===== src/rtl/regout_bank.sv =====
// Read-out buffer for NPU results. It captures a batch of multi-lane words and
// then lets two toggle buttons browse the batch one lane at a time.
module regout_bank #(
  parameter int LANES  = 4,
  parameter int LANE_W = 8,
  parameter int DEPTH  = 16,
  parameter int AW     = $clog2(DEPTH)
) (
  input  logic                                          clk,
  input  logic                                          rst,
  input  logic                                          in_valid,
  input  logic [LANES*LANE_W-1:0]                       in_data,
  input  logic                                          s,
  input  logic                                          p_button,
  input  logic                                          s_button,
  output logic [LANE_W-1:0]                             out,
  output logic                                          out_valid,
  output logic [AW-1:0]                                 word_idx,
  output logic [((LANES > 1) ? $clog2(LANES) : 1)-1:0]  lane_idx,
  output logic [AW:0]                                   count,
  output logic                                          full,
  output logic                                          overflow
);

  localparam int LIW = (LANES > 1) ? $clog2(LANES) : 1;
  localparam int WW  = LANES * LANE_W;

  typedef enum logic {CAPTURE = 1'b0, DISPLAY = 1'b1} mode_t;

  mode_t             mode_q, mode_d;
  logic [1:0]        p_sync_q, s_sync_q;  // [0] = first flop, [1] = second flop
  logic [AW:0]       count_q, count_d;
  logic [AW-1:0]     word_q, word_d;
  logic [LIW-1:0]    lane_q, lane_d;
  logic              ovf_q, ovf_d;
  logic [LANE_W-1:0] out_q, out_d;
  logic              out_valid_q, out_valid_d;
  logic [WW-1:0]     mem_q [DEPTH];

  logic              p_evt, s_evt, full_w, wr_en, browse;
  logic [AW-1:0]     last_word, word_adv;
  logic [WW-1:0]     rd_word;
  logic [LANE_W-1:0] rd_lane;

  assign p_evt  = p_sync_q[0] ^ p_sync_q[1];
  assign s_evt  = s_sync_q[0] ^ s_sync_q[1];
  assign full_w = (count_q == (AW+1)'(DEPTH));
  assign wr_en  = (mode_q == CAPTURE) && in_valid && !full_w && !rst;
  assign browse = (mode_q == DISPLAY) && (count_q != '0);

  // Word advance wraps at the last captured word, not at the end of storage.
  assign last_word = AW'(count_q - (AW+1)'(1));
  assign word_adv  = (word_q == last_word) ? '0 : word_q + AW'(1);

  // Lane 0 sits in the most significant bits of the stored word.
  always_comb begin
    rd_word = mem_q[word_q];
    rd_lane = '0;
    for (int l = 0; l < LANES; l++) begin
      if (lane_q == LIW'(l)) rd_lane = rd_word[(LANES-1-l)*LANE_W +: LANE_W];
    end
  end

  always_comb begin
    // NOTE: every variable gets its hold value first, so no branch can infer a latch.
    mode_d  = s ? DISPLAY : CAPTURE;
    count_d = count_q;
    word_d  = word_q;
    lane_d  = lane_q;
    ovf_d   = ovf_q;
    if (mode_q == DISPLAY && mode_d == CAPTURE) begin
      count_d = '0;
      word_d  = '0;
      lane_d  = '0;
      ovf_d   = 1'b0;
    end else if (mode_q == CAPTURE) begin
      if (in_valid) begin
        if (full_w) ovf_d = 1'b1;
        else        count_d = count_q + (AW+1)'(1);
      end
      if (mode_d == DISPLAY) begin
        word_d = '0;
        lane_d = '0;
      end
    end else if (count_q != '0) begin
      if (p_evt) begin
        word_d = word_adv;
        lane_d = '0;
      end else if (s_evt) begin
        if (lane_q == LIW'(LANES - 1)) begin
          lane_d = '0;
          word_d = word_adv;
        end else begin
          lane_d = lane_q + LIW'(1);
        end
      end
    end
    out_valid_d = browse;
    out_d       = browse ? rd_lane : '0;
  end

  // NOTE: state registers use non-blocking assignments so every flop samples pre-edge values.
  always_ff @(posedge clk) begin
    if (rst) begin
      mode_q      <= CAPTURE;
      p_sync_q    <= {p_button, p_button};
      s_sync_q    <= {s_button, s_button};
      count_q     <= '0;
      word_q      <= '0;
      lane_q      <= '0;
      ovf_q       <= 1'b0;
      out_q       <= '0;
      out_valid_q <= 1'b0;
    end else begin
      mode_q      <= mode_d;
      p_sync_q    <= {p_sync_q[0], p_button};
      s_sync_q    <= {s_sync_q[0], s_button};
      count_q     <= count_d;
      word_q      <= word_d;
      lane_q      <= lane_d;
      ovf_q       <= ovf_d;
      out_q       <= out_d;
      out_valid_q <= out_valid_d;
    end
  end

  // NOTE: the storage array has no reset; count_q alone decides which entries are live.
  always_ff @(posedge clk) begin
    if (wr_en) mem_q[count_q[AW-1:0]] <= in_data;
  end

  assign out       = out_q;
  assign out_valid = out_valid_q;
  assign word_idx  = word_q;
  assign lane_idx  = lane_q;
  assign count     = count_q;
  assign full      = full_w;
  assign overflow  = ovf_q;

endmodule


===== config.mk =====
export PLATFORM = sky130hd
export DESIGN_NAME = regout_bank
export DESIGN_NICKNAME = d
export VERILOG_FILES = /design/src/rtl/regout_bank.sv
export SDC_FILE = /design/constraint.sdc
export NUM_CORES = 1
export LEC_CHECK = 0
export ABC_CLOCK_PERIOD_IN_PS = 4750
export CORE_MARGIN = 3
export CORE_UTILIZATION = 57
export DETAILED_ROUTE_END_ITERATION = 16
export PLACE_DENSITY = 0.71
export SETUP_SLACK_MARGIN = 0.2
export SLEW_MARGIN = 20
export SYNTH_ARGS = -nofsm -noshare
export SYNTH_HDL_FRONTEND = slang
export SYNTH_SLANG_ARGS = --single-unit

===== constraint.sdc =====
create_clock -name clk -period 4.75 [get_ports clk]
set_input_delay 1.1875 -clock clk [delete_from_list [all_inputs] [get_ports clk]]
set_output_delay 1.1875 -clock clk [all_outputs]
set_load 0.005 [all_outputs]

Yosys cells after proc, flatten, opt, wreduce, memory -nomap -nowiden
Memory sizes are Yosys's and may differ from the RTL's. A register that Yosys moved wholly into a read port is not among the register bits.
Cells that the tools add are included.
{ "classes": {"n_reduce_logical": 16, "shift": 0, "n_mux": 24, "n_bitwise": 6, "n_eq_ne": 8, "n_div": 0, "order_cmp": 0, "add_sub_neg": 4, "mul": 0} }
{ "op_table": {"columns": ["op", "n"], "rows": [
  ["4-bit 2-to-1 mux", 9],
  ["8-bit 2-to-1 mux", 4],
  ["2-bit 2-to-1 mux", 8],
  ["3-bit AND reduction", 3],
  ["3-bit by 1-bit inequality test with 1-bit output, second input constant", 2],
  ["5-bit by 1-bit adder with 5-bit output, second input constant", 1],
  ["5-bit == test, second input constant", 1],
  ["1-bit logical AND", 5],
  ["5-bit nonzero test", 1],
  ["4-bit by 1-bit adder with 4-bit output, second input constant", 1],
  ["2-bit == test, second input constant", 2],
  ["4-bit == test", 1],
  ["1-bit inverter", 4],
  ["4-bit AND reduction", 1],
  ["2-bit OR reduction", 2],
  ["4-bit by 1-bit subtractor with 4-bit output, second input constant", 1],
  ["1-bit 2-to-1 mux", 3],
  ["2-bit by 1-bit adder with 2-bit output, second input constant", 1],
  ["2-bit by 1-bit == test with 1-bit output, second input constant", 1],
  ["1-bit logical NOT", 2],
  ["2-bit logical NOT", 1],
  ["2-bit by 1-bit inequality test with 1-bit output, second input constant", 1],
  ["2-bit nonzero test", 1],
  ["1-bit bitwise XOR", 2]
]} }
{ "totals": {"latch_bits": 0, "wordCells": 68, "mem_bits_ro": 0, "ram_bits": 512, "in_bits": 38, "reg_bits": 26, "n_memories": 1} }
{ "mem_list": {"columns": ["memory", "depth", "word_bits", "rd", "rd_ports_with_merged_regs", "write_ports", "line_no", "text"], "rows": [
  ["mem_q", 16, 32, 1, 1, 1, "38", "logic [WW-1:0] mem_q [DEPTH];"]
]} }

Longest topological paths before layout
Gate-level depths: netlist (run 1).
{ "logic_depth": {"ltp_word": 10, "depth_mapped": 9, "mapped_depth_nobuf": 7} }

Worst setup path after synthesis (run 1)
Ideal clock, no wire load.
{ "synth_path": {"kind": "input -> register", "from": "in in_valid", "to": "mem mem_q[0][0] (netlist name), enable pin", "cell_stages": 4, "setup_ns": 0.461, "setup_slack_ns": 0.334, "path_buffers": 0, "t_arrival_ns": 3.955, "required_time_ns": 4.289, "path_cell_list": "nor3b_4 > and2b_1 > nand2_1 > nor3_1"} }
{ "synth_via": {"elab_chain_cells": 5} }
{ "synth_rtl": {"columns": ["element", "line_no", "text"], "rows": [
  ["start, declared", "11", "input logic in_valid,"],
  ["1-bit logical AND (3 in a row)", "48", "assign wr_en = (mode_q == CAPTURE) && in_valid && !full_w && !rst;"],
  ["1-bit 2-to-1 mux", "129", "if (wr_en) mem_q[count_q[AW-1:0]] <= in_data;"],
  ["1-bit 2-to-1 mux (not written as such)", "129", null],
  ["end, declared", "38", null]
]} }
No other way between the ends.

Final worst setup path (run 1)
{ "layout_path": {"from": "reg count_q[0], in the netlist count[0]", "to": "out full"} }
{ "layout_via": {"elab_chain_cells": 1} }
{ "layout_rtl": {"columns": ["element", "line_no", "text"], "rows": [
  ["start, declared", "32", "logic [AW:0] count_q, count_d;"],
  ["start signal, assigned", "118", "count_q <= count_d;"],
  ["5-bit == test", "47", "assign full_w = (count_q == (AW+1)'(DEPTH));"],
  ["end, declared", "21", "output logic full,"]
]} }
No other way between the ends.

==> Flow_metrics.wiki, run 1 <==
{| class="wikitable"
! Metric !! Value
|-
| # Post-CTS Setup Buffers || 0
|-
| Top cells by area in the synthesized netlist || sky130_fd_sc_hd__edfxtp_1 73%, sky130_fd_sc_hd__mux4_2 12%, sky130_fd_sc_hd__dfxtp_1 2.9%, sky130_fd_sc_hd__mux2i_1 2.7%, sky130_fd_sc_hd__mux2_2 2.0%
|-
| Relative slew margins || 0.361
|-
| Total placed instance area || 22300 um^2
|-
| Number of antenna-violating nets in the routed design || 0
|-
| Global routing usage summed across all routing layers || 0.239
|-
| Leakage component of the power || 7.27 nW
|-
| Clock insertion delay at the later pin of the skew report || 580 ps
|-
| IO Pins || 60
|-
| Fraction of final layout cells sized beyond drive strength 1 || 0.247
|-
| End-of-flow core utilization || 0.667
|-
| Final critical delay including setup and external delays || 3410 ps
|-
| Critical path type || flop to primary output
|-
| Number of standard-cell rows in the floorplan || 69
|-
| X dimension of the die || 198 um
|-
| # port buffers || 59
|-
| Antenna violations before repair || 0
|-
| Number of cells produced by synthesis || 1004
|-
| Unique masters post-synth || 52
|-
| Nets@finish || 1146
|-
| Top cell type by total area after synthesis || sky130_fd_sc_hd__edfxtp_1
|-
| TritonCTS sink count || 542
|-
| Outcome || finished clean
|-
| CTS H-Tree Depth || 2
|-
| Clk network pwr share || 0.426
|-
| Period utilization || 0.719
|-
| Net load switching power || 1.87 mW
|-
| Total of flip-flops plus latches after synthesis || 542
|-
| Routed wire length || 45400 um
|-
| Areal power density over the cells || 405 nW/um^2
|-
| Final antenna diode count || 0
|-
| Setup total negative slack || 0 ps
|-
| Total count of hold-check failures in the final report || 0
|-
| Cell-internal power || 7.86 mW
|-
| Clock transition at the registers of the reported paths || 60 ps
|-
| Worst ir drop on vdd || 0.360 mV
|-
| Routed length per placed instance || 28.4 um
|-
| Share of synthesized flip-flops with an asynchronous set or reset || 0
|-
| TritonCTS buffer count || 52
|-
| Setup-violating endpoint count in the final report || 0
|-
| Number of warnings reported in the yosys synthesis log || 0
|-
| Critical Path RT || 3560 ps
|-
| Global placement routability congestion || 0.788
|-
| Maximum buffer depth of the clock tree || 3
|-
| Post-layout total power || 9.73 mW
|-
| Category of the worst setup path capture point || primary output
|-
| Worst hold path type || flop to flop
|-
| Net switching fraction of the power || 0.192
|-
| GRT overflow || 0
|-
| Master cell of the clock root buffer || sky130_fd_sc_hd__clkbuf_16
|-
| Total count of max-transition violations in the final report || 0
|-
| Worst hold slack across all endpoints || 497 ps
|-
| Max Cap Violations || 0
|-
| RSZ-0062 raised after global routing || no
|-
| Post-detail-place hpwl || 27800 um
|-
| Pin count of the biggest net entering global routing || 58
|-
| Main flop type after synthesis || sky130_fd_sc_hd__edfxtp_1
|-
| Die Ht || 198 um
|-
| Post-route clock skew || 14.3 ps
|-
| Fill cell total of the finished layout || 2239
|-
| Data arrival time at the worst-slack endpoint || 2230 ps
|-
| Most frequent standard cell in the layout excluding fill and tap cells || sky130_fd_sc_hd__edfxtp_1
|-
| Logic gate share of total power || 0.032
|-
| F_max || 0.293 GHz
|-
| Portion of total power attributed to sequential cells || 0.542
|-
| Core Area || 36000 um^2
|-
| Detailed-routing iteration count for the pre-antenna-repair pass || 5
|-
| Type of origin of the critical path || flop
|-
| Average footprint of a synthesized cell || 21.0 um^2
|-
| Starting utilization of the core area || 0.584
|-
| Number of flops mapped to enable cells by yosys || 512
|-
| TritonCTS clock tree || done
|-
| Area taken by multi-input logic gates || 4810 um^2
|-
| Total area of sequential cells || 16000 um^2
|-
| Syn Std Cell Area || 21000 um^2
|-
| Via count || 10100
|-
| Peak fanout along the critical path || 8
|-
| Register area share after synthesis || 0.759
|-
| Post-CTS Hold Buffers || 0
|-
| Final non-filler cell area || 24000 um^2
|-
| Post-synthesis net count || 1051
|-
| Most used cells in the layout excluding fill and tap cells || 512 x sky130_fd_sc_hd__edfxtp_1, 108 x sky130_fd_sc_hd__mux4_2, 59 x sky130_fd_sc_hd__clkdlybuf4s50_1
|-
| Synth-to-layout area growth || 14.2%
|-
| Average via count per standard cell || 6.33
|-
| Detailed-route DRC error count || 0
|-
| Floorplan die area || 39200 um^2
|-
| Wire length of the first global-routing pass || 68100 um
|-
| Number of gates given a new drive strength after cts || 0
|-
| Slew of the pin with the lowest slew margin || 956 ps
|-
| Number of global-route vias before repair || 10500
|-
| Drt initial violations || 995
|-
| Area share of the largest cell type after synthesis || 0.731
|}
synth_stat cells (all sizes together) (2+ instances only):
| master | instances |
|---|---|
| a31o | 2 |
| nand3b | 2 |
| nor3 | 9 |
| nor2 | 39 |
| nand4 | 6 |
| a221oi | 4 |
| nand3 | 6 |
| nor2b | 3 |
| nand2b | 7 |
| ha | 9 |
| nor4 | 5 |
| o21ai | 8 |
| or4 | 2 |
| a21oi | 13 |
| buf | 42 |
| nor3b | 3 |
| mux4 | 108 |
| mux2 | 37 |
| dfxtp | 30 |
| o311ai | 2 |
| a22oi | 6 |
| mux2i | 57 |
| clkbuf | 8 |
| xor2 | 5 |
| nand2 | 14 |
| o211ai | 4 |
| o22ai | 24 |
| edfxtp | 512 |
| xnor2 | 7 |
| or3b | 3 |
| or2 | 2 |
| a22o | 4 |
| inv | 10 |
| or3 | 3 |
sequential cells by signal (all words and copies together) (netlist names), named ones only:
| name | flops |
|---|---|
| overflow | 1 |
| s_sync_q | 2 |
| mode_q | 1 |
| word_idx | 4 |
| p_sync_q | 2 |
| out | 8 |
| out_valid | 1 |
| lane_idx | 2 |
| mem_q | 512 |
| count | 5 |
stage by stage:
stage | setup slack [ps] | instances
finish | 1340 | 1598
detailed placement | 1000 | 1506
global route | 1230 | 1598
floorplan | 334 | 1004
CTS | 1310 | 1598
global placement | 1050 | 1506
per-layer routing:
metal | part of all wire | global-route usage
met5 | 0 | 0
met4 | 0.030 | 0.0768
met3 | 0.066 | 0.0424
met2 | 0.49 | 0.386
met1 | 0.41 | 0.339
cells by family after synthesis:
kind of cell,count (synthesis),share of synthesized area
buffers and inverters,60,0.0173
XOR/XNOR,12,0.00500
adder cells (fa/ha/maj),9,0.00535
AO/OA/AOI/OAI,71,0.0222
multiplexers,202,0.163
flip-flops,542,0.759
AND/OR/NAND/NOR,108,0.0281
power groups by stage:
stage | Clock, mW | Sequential (mW) | Combinational (mW)
global placement | 0 | 5.37 | 0.302
global route | 4.40 | 5.28 | 0.331
CTS | 4.22 | 5.27 | 0.310
finish | 4.15 | 5.27 | 0.307
detailed placement | 0 | 5.38 | 0.308
floorplan | 0 | 5.36 | 0.168
worst paths after layout:
| path | start | to | slack (ps) | depth (start not counted) |
|---|---|---|---|---|
| setup reg to reg | count[0] | mem_q[3][31] | 1530 | 8 |
| hold reg to reg | overflow | overflow | 500 | 2 |
| hold / removal | overflow | overflow | 500 | 2 |
| setup / recovery | count[0] | full | 1340 | 4 |
worst max-delay path, stage by stage (launching register included):
cell and delay, ps:
sky130_fd_sc_hd__dfxtp_1 510, sky130_fd_sc_hd__inv_1 120, sky130_fd_sc_hd__ha_1 280, sky130_fd_sc_hd__and4bb_2 280
sky130_fd_sc_hd__clkdlybuf4s50_1 460
area by class of cell:
type                            count  share of cell area
Clock buffer                       64              0.0573
Tap cell                          461              0.0240
Multi-Input combinational cell    402               0.200
Timing Repair Buffer               91              0.0377
Inverter                           10             0.00156
Sequential cell                   542               0.665
Clock inverter                     28              0.0137
(Power assumes the default switching activity.)
==> run 2, diff against run 1 <==
--- a/config.mk
+++ b/config.mk
@@ -5,7 +5,7 @@
 export SDC_FILE = /design/constraint.sdc
 export NUM_CORES = 1
 export LEC_CHECK = 0
-export ABC_CLOCK_PERIOD_IN_PS = 4750
+export ABC_CLOCK_PERIOD_IN_PS = 3400
 export CORE_MARGIN = 3
 export CORE_UTILIZATION = 57
 export DETAILED_ROUTE_END_ITERATION = 16
==> constraint.sdc (replaced) <==
create_clock -name clk -period 3.4 [get_ports clk]
set_input_delay 0.85 -clock clk [delete_from_list [all_inputs] [get_ports clk]]
set_output_delay 0.85 -clock clk [all_outputs]
set_load 0.005 [all_outputs]
==> run 2 against run 1 <==
- sequential cell count did not move
- die area did not move
- largest power group unchanged
- worst hold slack got worse by 26 ps
- core utilization rose by 0.53 points
- setup slack got worse by 970 ps
- global-route usage fell by 1.2 points
- wire length fell by 4.5%
- sequential power rose by 40%
- via count fell by 1.0%
- final area rose by 0.79%
- total power rose by 37%
- clock skew rose by 2.7 ps
==> Flow_metrics.wiki, run 2 (same netlist as run 1, synthesis figures left out) <==
{| class="wikitable"
! Metric !! Value
|-
| TritonCTS buffer count || 52
|-
| Post-CTS Hold Buffers || 0
|-
| Detailed-routing iteration count for the pre-antenna-repair pass || 7
|-
| Outcome || finished clean
|-
| Number of gates given a new drive strength after cts || 0
|-
| Routed length per placed instance || 27.0 um
|-
| Area taken by multi-input logic gates || 4830 um^2
|-
| Master cell of the clock root buffer || sky130_fd_sc_hd__clkbuf_16
|-
| Total area of sequential cells || 16000 um^2
|-
| Met2 Use GR || 0.364
|-
| Number of antenna-violating nets in the routed design || 0
|-
| Post-detail-place hpwl || 25400 um
|-
| Pin count of the biggest net entering global routing || 59
|-
| Core Area || 36000 um^2
|-
| Most used routing layer in global routing || met2
|-
| Synth-to-layout area growth || 15.1%
|-
| F_max || 0.330 GHz
|-
| Nets@finish || 1154
|-
| Clk network pwr share || 0.414
|-
| Wire length of the first global-routing pass || 65400 um
|-
| Critical Path RT || 2550 ps
|-
| Worst ir drop on vdd || 0.530 mV
|-
| Leakage component of the power || 7.29 nW
|-
| Routed wire length || 43400 um
|-
| Worst hold path type || flop to flop
|-
| Global routing usage summed across all routing layers || 0.227
|-
| Global placement routability congestion || 0.800
|-
| Relative slew margins || 0.457
|-
| Maximum buffer depth of the clock tree || 3
|-
| Die Ht || 198 um
|-
| Setup total negative slack || 0 ps
|-
| Worst hold slack across all endpoints || 472 ps
|-
| Post-route clock skew || 17.0 ps
|-
| Detailed-route DRC error count || 0
|-
| Final non-filler cell area || 24200 um^2
|-
| Total count of hold-check failures in the final report || 0
|-
| Via count || 10000
|-
| Top Family by Delay on Critical Path || buffers and inverters
|-
| Total placed instance area || 22600 um^2
|-
| Peak fanout along the critical path || 8
|-
| Max FFs per register || 512
|-
| TritonCTS clock tree || done
|-
| Max Cap Violations || 0
|-
| Data arrival time at the worst-slack endpoint || 2180 ps
|-
| # Post-CTS Setup Buffers || 0
|-
| PnR worst setup slack || 371 ps
|-
| Slew of the pin with the lowest slew margin || 811 ps
|-
| # port buffers || 59
|-
| Average via count per standard cell || 6.22
|-
| Net switching fraction of the power || 0.198
|-
| Number of global-route vias before repair || 10300
|-
| Total count of max-transition violations in the final report || 0
|-
| Areal power density over the cells || 550 nW/um^2
|-
| Logic gate share of total power || 0.033
|-
| X dimension of the die || 198 um
|-
| Dpl ws || 397 ps
|-
| Type of origin of the critical path || flop
|-
| Buffers & Inverters on Critical Path || 2
|-
| Final critical delay including setup and external delays || 3030 ps
|-
| Largest stage delay on the critical path || 490 ps
|-
| TritonCTS sink count || 542
|-
| Number of standard-cell rows in the floorplan || 69
|-
| Net load switching power || 2.63 mW
|-
| Critical path type || flop to primary output
|-
| Final antenna diode count || 0
|-
| Series of cell instances along the critical path || inv_1 > ha_1 > and4bb_2 > clkdlybuf4s50_1
|-
| Antenna violations before repair || 0
|-
| Setup-violating endpoint count in the final report || 0
|-
| Crit path max-delay cell type || sky130_fd_sc_hd__dfxtp_1
|-
| End-of-flow core utilization || 0.673
|-
| Starting utilization of the core area || 0.584
|-
| CTS H-Tree Depth || 2
|-
| GRT overflow || 0
|-
| Fill cell total of the finished layout || 2291
|-
| IO Pins || 60
|-
| Period utilization || 0.891
|-
| Cell-internal power || 10.7 mW
|-
| Most frequent standard cell in the layout excluding fill and tap cells || sky130_fd_sc_hd__edfxtp_1
|-
| Category of the worst setup path capture point || primary output
|-
| Met3 track demand over resource in global routing || 0.0320
|-
| Most used cells in the layout excluding fill and tap cells || 512 x sky130_fd_sc_hd__edfxtp_1, 108 x sky130_fd_sc_hd__mux4_2, 59 x sky130_fd_sc_hd__clkdlybuf4s50_1
|-
| Met1 global-route usage || 0.334
|-
| RSZ-0062 raised after global routing || no
|-
| Fraction of final layout cells sized beyond drive strength 1 || 0.253
|-
| Clock transition at the registers of the reported paths || 60 ps
|-
| Clock insertion delay at the later pin of the skew report || 580 ps
|-
| Portion of total power attributed to sequential cells || 0.553
|-
| Floorplan die area || 39200 um^2
|-
| Drt initial violations || 981
|}
==> run 2: power by group through the flow <==
stage	Clock, mW	Sequential (mW)	Combinational [mW]
2_1_floorplan	0	7.49	0.237
3_5_place_dp	0	7.50	0.437
4_1_cts	5.61	7.36	0.440
6_report	5.52	7.36	0.434
5_1_grt	5.89	7.36	0.470
3_3_place_gp	0	7.50	0.427
==> run 2: cell type report <==
type / count / area share
Sequential cell: 542 / 0.660
Multi-Input combinational cell: 402 / 0.200
Clock buffer: 62 / 0.0562
Timing Repair Buffer: 99 / 0.0476
Tap cell: 461 / 0.0238
Clock inverter: 33 / 0.0112
Inverter: 10 / 0.00155
==> run 2: final timing paths <==
path              startpoint           to  cells after the start  slack (ps)
setup / recovery    count[0]         full                      4         370
hold / removal      overflow     overflow                      2         470
setup reg to reg    count[0]  mem_q[3][8]                      8         600
hold reg to reg     overflow     overflow                      2         470
==> run 2: metal layers <==
| metal | share of wire | vias to the layer above |
|---|---|---|
| met5 | 0 | - |
| met4 | 0.026 | 0 |
| met3 | 0.064 | 76 |
| met2 | 0.49 | 342 |
| met1 | 0.42 | 5236 |
| li1 | - | 4357 |
==> run 2: worst register-to-register path, cell delays in order, from the launching register on <==
cell                       delay [ps]
sky130_fd_sc_hd__dfxtp_1          490
sky130_fd_sc_hd__inv_1            110
sky130_fd_sc_hd__ha_1             270
sky130_fd_sc_hd__and4bb_2         280
sky130_fd_sc_hd__nor3b_4          350
sky130_fd_sc_hd__nand2_1          140
sky130_fd_sc_hd__or2_1            360
sky130_fd_sc_hd__nor3_4           210
sky130_fd_sc_hd__buf_12           260
==> run 2: metrics by stage <==
stage               power [mW]  std cells
global placement          7.93       1514
global route              13.7       1609
finish                    13.3       1609
CTS                       13.4       1609
detailed placement        7.94       1514
floorplan                 7.73       1004
==> run 3, diff against run 2 <==
--- a/config.mk
+++ b/config.mk
@@ -7,9 +7,9 @@
 export LEC_CHECK = 0
 export ABC_CLOCK_PERIOD_IN_PS = 3400
 export CORE_MARGIN = 3
-export CORE_UTILIZATION = 57
+export CORE_UTILIZATION = 55
 export DETAILED_ROUTE_END_ITERATION = 16
-export PLACE_DENSITY = 0.71
+export PLACE_DENSITY = 0.68
 export SETUP_SLACK_MARGIN = 0.2
 export SLEW_MARGIN = 20
 export SYNTH_ARGS = -nofsm -noshare
==> run 3 against run 2 <==
- sequential power hardly changed
- die area is 3.5% higher
- critical path depth stayed put
- core utilization is 2.6 points lower
- critical path type unchanged
- largest power group unchanged
==> Flow_metrics.wiki, run 3 (same netlist as run 1, synthesis figures left out) <==
{| class="wikitable"
! Metric !! Value
|-
| Number of antenna-violating nets in the routed design || 0
|-
| Number of global-route vias before repair || 10600
|-
| Detailed-routing iteration count for the pre-antenna-repair pass || 5
|-
| IO Pins || 60
|-
| Data arrival time at the worst-slack endpoint || 2210 ps
|-
| Clock transition at the registers of the reported paths || 60 ps
|-
| Number of gates given a new drive strength after cts || 0
|-
| TritonCTS clock tree || done
|-
| Setup total negative slack || 0 ps
|-
| Uppermost routed layer || met4
|-
| Largest stage delay on the critical path || 500 ps
|-
| Worst ir drop on vdd || 0.480 mV
|-
| Post-layout total power || 13.3 mW
|-
| Floorplan die area || 40600 um^2
|-
| Routed length per placed instance || 26.0 um
|-
| TritonCTS buffer count || 52
|-
| Nets@finish || 1164
|-
| Die Ht || 202 um
|-
| Peak fanout along the critical path || 8
|-
| # port buffers || 59
|-
| Wire length on met3 || 2600 um
|-
| Series of cell instances along the critical path || inv_1 > ha_1 > and4bb_2 > clkdlybuf4s50_1
|-
| Total count of hold-check failures in the final report || 0
|-
| Global routing usage summed across all routing layers || 0.220
|-
| Category of the worst setup path capture point || primary output
|-
| Average via count per standard cell || 6.01
|-
| Routed metal-1 wire length || 18400 um
|-
| F_max || 0.327 GHz
|-
| Global placement routability congestion || 0.765
|-
| Areal power density over the cells || 547 nW/um^2
|-
| Final antenna diode count || 0
|-
| Total count of max-transition violations in the final report || 0
|-
| Routed wire length || 43400 um
|-
| Post-route clock skew || 13.3 ps
|-
| Detailed-route DRC error count || 0
|-
| # Post-CTS Setup Buffers || 0
|-
| Drt initial violations || 831
|-
| Leakage component of the power || 7.34 nW
|-
| Fill cell total of the finished layout || 2616
|-
| GRT overflow || 0
|-
| Buffers & Inverters on Critical Path || 2
|-
| Core Area || 37700 um^2
|-
| Final critical delay including setup and external delays || 3060 ps
|-
| Routed wl met2 || 21300 um
|-
| Final non-filler cell area || 24300 um^2
|-
| Master cell of the clock root buffer || sky130_fd_sc_hd__clkbuf_16
|-
| Max Cap Violations || 0
|-
| CTS H-Tree Depth || 2
|-
| Via count || 10000
|-
| Maximum buffer depth of the clock tree || 3
|-
| Post-CTS Hold Buffers || 0
|-
| X dimension of the die || 202 um
|-
| Slew of the pin with the lowest slew margin || 711 ps
|-
| Setup-violating endpoint count in the final report || 0
|-
| Most frequent standard cell in the layout excluding fill and tap cells || sky130_fd_sc_hd__edfxtp_1
|-
| RSZ-0062 raised after global routing || no
|-
| Top Family by Delay on Critical Path || buffers and inverters
|-
| TritonCTS sink count || 542
|-
| Number of standard-cell rows in the floorplan || 71
|-
| Critical Path RT || 2550 ps
|-
| Fraction of final layout cells sized beyond drive strength 1 || 0.258
|-
| Period utilization || 0.900
|-
| Total placed instance area || 22700 um^2
|-
| Outcome || finished clean
|-
| Most used cells in the layout excluding fill and tap cells || 512 x sky130_fd_sc_hd__edfxtp_1, 108 x sky130_fd_sc_hd__mux4_2, 59 x sky130_fd_sc_hd__clkdlybuf4s50_1
|-
| Type of origin of the critical path || flop
|-
| Post-detail-place hpwl || 25800 um
|-
| Worst hold slack across all endpoints || 492 ps
|-
| Worst hold path type || flop to flop
|-
| Antenna violations before repair || 0
|-
| Synth-to-layout area growth || 15.7%
|-
| Clock insertion delay at the later pin of the skew report || 590 ps
|-
| Starting utilization of the core area || 0.558
|-
| Area taken by multi-input logic gates || 4830 um^2
|-
| Crit path max-delay cell type || sky130_fd_sc_hd__dfxtp_1
|-
| Total area of sequential cells || 16000 um^2
|-
| Relative slew margins || 0.525
|-
| Max FFs per register || 512
|-
| Wire length of the first global-routing pass || 66600 um
|-
| Critical path type || flop to primary output
|-
| Pin count of the biggest net entering global routing || 57
|}
## run 3: changes by cell type in the layout (fill, tap and decap cells not counted)
| cell | before | now |
|---|---|---|
| sky130_fd_sc_hd__nor3b_2 | 1 | 0 |
| sky130_fd_sc_hd__clkinv_1 | 15 | 11 |
| sky130_fd_sc_hd__nor3b_1 | 1 | 2 |
| sky130_fd_sc_hd__clkinv_4 | 3 | 0 |
| sky130_fd_sc_hd__clkbuf_1 | 9 | 14 |
| sky130_fd_sc_hd__buf_4 | 19 | 29 |
| sky130_fd_sc_hd__clkinv_2 | 7 | 10 |
## run 3: worst min-delay path, stage by stage, from the launching register on
cell and delay [ps]:
sky130_fd_sc_hd__dfxtp_1 330, sky130_fd_sc_hd__a31oi_1 50, sky130_fd_sc_hd__nor2_1 70
## run 3: layout make-up
| type | count | area share |
|---|---|---|
| multi-input combinational | 402 | 0.198 |
| clock buffer | 67 | 0.0566 |
| timing repair buffer | 109 | 0.0505 |
| clock inverter | 29 | 0.0100 |
| sequential | 542 | 0.657 |
| inverter | 10 | 0.00154 |
| tap | 511 | 0.0263 |
## run 3: metrics by stage
stage | setup slack (ps) | std cells | util
after floorplan | -111 | 1004 | -
after global placement | 398 | 1574 | 0.603
after detailed placement | 344 | 1574 | 0.603
after CTS | 299 | 1670 | 0.646
after global routing | 211 | 1670 | 0.646
final | 339 | 1670 | 0.646
## run 3: power breakdown
| group | switching (mW) | internal [mW] | leakage, nW | total [mW] |
|---|---|---|---|---|
| sequential | 0.0219 | 7.34 | 4.86 | 7.36 |
| combinational | 0.242 | 0.193 | 1.69 | 0.435 |
| clock | 2.37 | 3.16 | 0.792 | 5.53 |
| total | 2.63 | 10.7 | 7.34 | 13.3 |
## run 3: metal layers
layer	up-vias	track usage
met5	-	0
met4	0	0.0633
li1	4378	-
met2	339	0.358
met3	68	0.0315
met1	5256	0.316
## run 3: final timing paths
kind,startpoint,end,slack (ps),cells past startpoint
max,count[0],full,340,4
min,overflow,overflow,490,2
max reg2reg,count[0],mem_q[11][29],540,8
min reg2reg,overflow,overflow,490,2
